$ cat src/rtl/output_serializer.sv
// Latches a packed vector of signed elements and streams them one per beat over a
// valid/ready handshake, tracking the running argmax of the accepted elements.
//
// state  | meaning
// IDLE   | waiting for capture
// STREAM | presenting elements, one beat per accepted handshake
// DONE   | one-cycle completion; argmax outputs are final
module output_serializer #(
  parameter int DATA_W    = 64,
  parameter int NUM_ELEMS = 6,
  parameter int IDX_W     = 4
) (
  input  logic                          clk,
  input  logic                          rst_n,
  input  logic                          capture,
  input  logic [DATA_W*NUM_ELEMS-1:0]   data_in,
  input  logic [IDX_W-1:0]              num_valid,
  output logic signed [DATA_W-1:0]      out_data,
  output logic                          out_valid,
  input  logic                          out_ready,
  output logic                          out_last,
  output logic [IDX_W-1:0]              out_index,
  output logic                          busy,
  output logic                          done,
  output logic [IDX_W-1:0]              argmax_idx,
  output logic signed [DATA_W-1:0]      argmax_val,
  output logic                          overrun
);

  typedef enum logic [1:0] {
    S_IDLE   = 2'd0,
    S_STREAM = 2'd1,
    S_DONE   = 2'd2
  } state_t;

  localparam logic [IDX_W-1:0] MAX_CNT = IDX_W'(NUM_ELEMS);

  state_t                        state_q, state_d;
  logic [DATA_W*NUM_ELEMS-1:0]   vec_q, vec_d;
  logic [IDX_W-1:0]              cnt_q, cnt_d;
  logic [IDX_W-1:0]              idx_q, idx_d;
  logic [IDX_W-1:0]              amax_idx_q, amax_idx_d;
  logic signed [DATA_W-1:0]      amax_val_q, amax_val_d;
  logic                          overrun_q, overrun_d;

  logic [IDX_W-1:0]              eff_cnt;
  logic signed [DATA_W-1:0]      cur_elem;
  logic                          is_last;
  logic                          accept;

  assign eff_cnt = (num_valid > MAX_CNT) ? MAX_CNT : num_valid;
  assign is_last = (idx_q == (cnt_q - IDX_W'(1)));
  assign accept  = (state_q == S_STREAM) && out_ready;

  // Element mux; indices at or beyond NUM_ELEMS never occur in STREAM.
  always_comb begin
    cur_elem = '0;
    for (int k = 0; k < NUM_ELEMS; k++) begin
      if (idx_q == IDX_W'(k)) begin
        cur_elem = vec_q[k*DATA_W +: DATA_W];
      end
    end
  end

  always_comb begin
    state_d    = state_q;
    vec_d      = vec_q;
    cnt_d      = cnt_q;
    idx_d      = idx_q;
    amax_idx_d = amax_idx_q;
    amax_val_d = amax_val_q;
    overrun_d  = capture && (state_q == S_STREAM);

    case (state_q)
      S_IDLE, S_DONE: begin
        if (capture) begin
          vec_d      = data_in;
          cnt_d      = eff_cnt;
          idx_d      = '0;
          amax_idx_d = '0;
          amax_val_d = '0;
          state_d    = (eff_cnt == '0) ? S_DONE : S_STREAM;
        end else begin
          state_d    = S_IDLE;
        end
      end
      S_STREAM: begin
        if (accept) begin
          // Strict greater-than keeps the lower index on a tie.
          if ((idx_q == '0) || (cur_elem > amax_val_q)) begin
            amax_idx_d = idx_q;
            amax_val_d = cur_elem;
          end
          if (is_last) begin
            state_d = S_DONE;
          end else begin
            idx_d   = idx_q + IDX_W'(1);
          end
        end
      end
      default: begin
        state_d = S_IDLE;
      end
    endcase
  end

  always_ff @(posedge clk or negedge rst_n) begin
    if (!rst_n) begin
      state_q    <= S_IDLE;
      vec_q      <= '0;
      cnt_q      <= '0;
      idx_q      <= '0;
      amax_idx_q <= '0;
      amax_val_q <= '0;
      overrun_q  <= 1'b0;
    end else begin
      state_q    <= state_d;
      vec_q      <= vec_d;
      cnt_q      <= cnt_d;
      idx_q      <= idx_d;
      amax_idx_q <= amax_idx_d;
      amax_val_q <= amax_val_d;
      overrun_q  <= overrun_d;
    end
  end

  assign out_valid  = (state_q == S_STREAM);
  assign out_data   = cur_elem;
  assign out_index  = idx_q;
  assign out_last   = out_valid && is_last;
  assign busy       = (state_q == S_STREAM);
  assign done       = (state_q == S_DONE);
  assign argmax_idx = amax_idx_q;
  assign argmax_val = amax_val_q;
  assign overrun    = overrun_q;

endmodule
$ cat config.mk
export PLATFORM = sky130hd
export DESIGN_NAME = output_serializer
export DESIGN_NICKNAME = d
export VERILOG_FILES = /design/src/rtl/output_serializer.sv
export SDC_FILE = /design/constraint.sdc
export NUM_CORES = 1
export LEC_CHECK = 0
export CAP_MARGIN = 30
export CELL_PAD_IN_SITES_DETAIL_PLACEMENT = 0
export CELL_PAD_IN_SITES_GLOBAL_PLACEMENT = 1
export CORE_MARGIN = 8
export CORE_UTILIZATION = 40
export DETAILED_ROUTE_END_ITERATION = 8
export MAX_ROUTING_LAYER = met4
export PLACE_DENSITY = 0.91
export SLEW_MARGIN = 5
export SYNTH_ARGS = -nofsm -noshare
export SYNTH_HDL_FRONTEND = slang
export SYNTH_SLANG_ARGS = --single-unit
$ cat constraint.sdc
create_clock -name clk -period 7.6 [get_ports clk]
set_input_delay 1.52 -clock clk [delete_from_list [all_inputs] [get_ports clk]]
set_output_delay 1.52 -clock clk [all_outputs]
set_load 0.005 [all_outputs]
==> implementation parameters <==
Parameter                              Value

Run status
  Result of the run ... complete, no violations

CTS
  Clock tree root driver cell ... clkbuf_16
  PostCTS Resize Cnt ... 0
  CTS Sinks ... approximately 460
  Quantity of hold-fixing buffers added after cts ... 0
  Clock H-tree levels ... 2
  Clock tree from TritonCTS ... yes
  Clock latency at the later pin of the worst-skew pair ... approximately 580 ps
  Setup Buffers After CTS ... 0
  CTS clk-pin slew, worst paths ... 60 ps
  Buffer depth of the longest clock path ... 3
  CTS buffer count ... 49

Logic synthesis
  Sequential element share of the synthesized area ... ~53%
  Leading cell types by total area after synthesis ... dfrtp_1 (53%), nand2_1 (20%), a22oi_1 (4.4%)
  Main synth FF type ... dfrtp_1
  Post-synthesis instance area ... 21700 µm²
  Post-Syn Nets ... 3060
  Most repeated cell in the gate-level netlist after synthesis ... nand2_1
  Share of synthesized flip-flops with an asynchronous set or reset ... 100%
  Number of instances in the synthesized netlist ... 2599
  Netlist cell types ... 45
  Count of flip-flops with a built-in enable after synthesis ... 0
  Number of warnings reported in the yosys synthesis log ... 0
  Average cell area after synthesis ... 8.37 µm²
  FF+latch count, synth ... 463
  Library cell with the largest summed area after synthesis ... dfrtp_1
  Commonest cells post-synth ... nand2_1 (1173), dfrtp_1 (463), inv_1 (144), clkbuf_1 (134), a22oi_1 (128)
  Proportion of netlist area held by the largest area contributor ... 53.3%

Route
  Routed wire length ... 77.9 mm
  Iteration-0 DRC Markers ... 1712
  Via count ... 19900
  Number of vias per cell after detailed routing ... 5.26
  Number of optimization iterations in the first detailed-route pass ... 6
  Antenna-violating nets left ... 0
  Routed len/inst ... 20.6 µm
  Remaining design rule violation count ... 0

Die
  Standard cell core area ... around 54000 µm²
  DIE AREA ... slightly above 60000 µm²
  Num rows ... 85
  Initial standard-cell utilization of the core ... 40.4%
  Die extent in y ... around 250 µm
  I/O pins ... 533
  Die Span X ... between 200 and 250 µm

Placement
  Cell area after placement ... 27600 µm²
  Cell count after placement ... between 3000 and 4000
  Detailed-placement wirelength estimate ... 56.5 mm
  Port buffer count ... 532
  Setup slack after placement ... 1370 ps
  Placer congestion estimate ... 0.896

Final layout
  Fill count ... between 4000 and 5000
  Sequential cell area ... 11600 µm²
  Fin util ... 54.4%
  Post-layout instance count excluding filler cells ... 3784
  Relative area change from synthesis to final layout ... 34.7%
  Total area of multi-input combinational cells ... approximately 9000 µm²
  Fraction of final layout cells sized beyond drive strength 1 ... approximately 4.3%
  Final net count ... 3507
  Final instance area ... between 20000 and 30000 µm²

Timing
  Final critical path time including I/O delays and setup ... 6320 ps
  Rel. slew slack ... 33.1%
  Hold violation count in the final report ... 0
  Final cycle utilization of the critical path ... 83.1%
  Final sum of negative setup slack ... 0 ps
  Setup violations, final ... 0
  Max Clock Skew ... 19.8 ps
  Worst-case setup margin in the final layout ... about 1300 ps
  Worst slack on hold paths ... approximately 470 ps
  Max-slew violations ... 0
  Pin slew with the least headroom to its limit ... 1000 ps
  Unrepaired setup endpoints after global routing ... false
  Achievable Freq ... 158 MHz

GRT
  Congestion Overflow GR ... 0
  Largest net degree at the start of global routing ... 210
  Antenna violations before repair ... 6
  First-pass GRT wire length ... 120 mm
  Vias in the first global route ... 20600
  Aggregate global-route resource usage ... 25.0%

Critical path
  Startpoint type of the worst setup path ... register
  Maximum fanout along the worst path ... 58
  Critical path capture point type ... register
  Data required time at the worst endpoint ... 8080 ps
  Kind of critical path ... reg2reg
  Arrival time worst endpoint ... 6790 ps

Run
  Number of max-cap violations ... 0

Min path
  Kind of path behind the tightest hold check ... reg2reg

Power
  Leakage power ... 14.3 nW
  Peak ir drop on the vdd network ... 0.000277 V
  Power per Cell Area ... roughly 450 nW/µm²
  Overall power ... 13.2 mW
[flip-flops by register name (all words and copies together) (netlist names)]
register    flops
argmax_idx      4
argmax_val     64
cnt_q           4
out_index       4
overrun         1
state_q         2
vec_q         384
[report_power, final]
group | switching (mW) | internal [mW] | leakage, nW
Clock | 0.999 | 1.37 | 0.765
Combinational | 3.91 | 2.73 | 7.71
Sequential | 0.641 | 3.57 | 5.81
Total | 5.55 | 7.67 | 14.3
[area by class of cell]
type	count	area share (%)
flip-flops and latches	463	39.6
multi-input cells	1828	30.8
repair buffers	560	19.5
clock buffers	72	4.76
well taps	696	2.97
inverters	144	1.85
clock inverters	15	0.547
diodes	6	0.0513
[layout by cell type, fill, tap and decap left out, types with 9 or more instances in the layout]
cell type	instances
nand2_1	1172
clkdlybuf4s50_1	531
dfrtp_1	463
inv_1	144
a22oi_1	128
a21oi_1	94
o21ai_0	79
nor2_1	74
ha_1	69
o211ai_1	66
clkbuf_16	49
o22ai_1	48
o22ai_2	20
buf_4	17
nand4_1	16
clkbuf_1	15
clkinv_2	9
[worst paths after layout]
kind	endpoint	start	slack [ps]	cells past startpoint
worst min register to register	vec_q[329]	vec_q[329]	470	2
worst min-delay path	vec_q[329]	vec_q[329]	470	2
min in group asynchronous	vec_q[82]	rst_n	1040	1
worst max register to register	argmax_val[4]	out_index[1]	1280	19
worst max-delay path	argmax_val[4]	out_index[1]	1280	19
max in group asynchronous	vec_q[302]	rst_n	5270	2
[critical path, stage by stage, from the launching register on]
cell,delay [ps]
dfrtp_1,470
inv_1,150
ha_1,280
nor4b_2,240
buf_4,450
buf_4,500
a22oi_1,170
nor2_1,140
a21oi_1,50
o211ai_1,210
o21ai_0,290
inv_1,150
ha_1,290
nand4_1,240
nor4_1,590
a31oi_1,160
mux2_2,330
o41a_2,630
buf_4,450
o22ai_1,300
[per-layer routing]
layer | up-vias | global-route usage [%] | routed length (µm)
met2 | 761 | 39.9 | 36700
met1 | 9599 | 31.1 | 32900
li1 | 9369 | - | -
met4 | 0 | 11.4 | 3670
met5 | - | - | 0
met3 | 168 | 4.18 | 4590
[kinds of logic after synthesis]
logic type	Yosys count	share of synthesized area (%)
mux	1	0.0518
simple gates	1298	23.0
xor+xnor	8	0.322
buf+inv	308	5.51
fa+ha+maj	69	3.97
flops	463	53.3
compound gates	452	13.9
No activity file was read; power rests on OpenSTA's default activity.
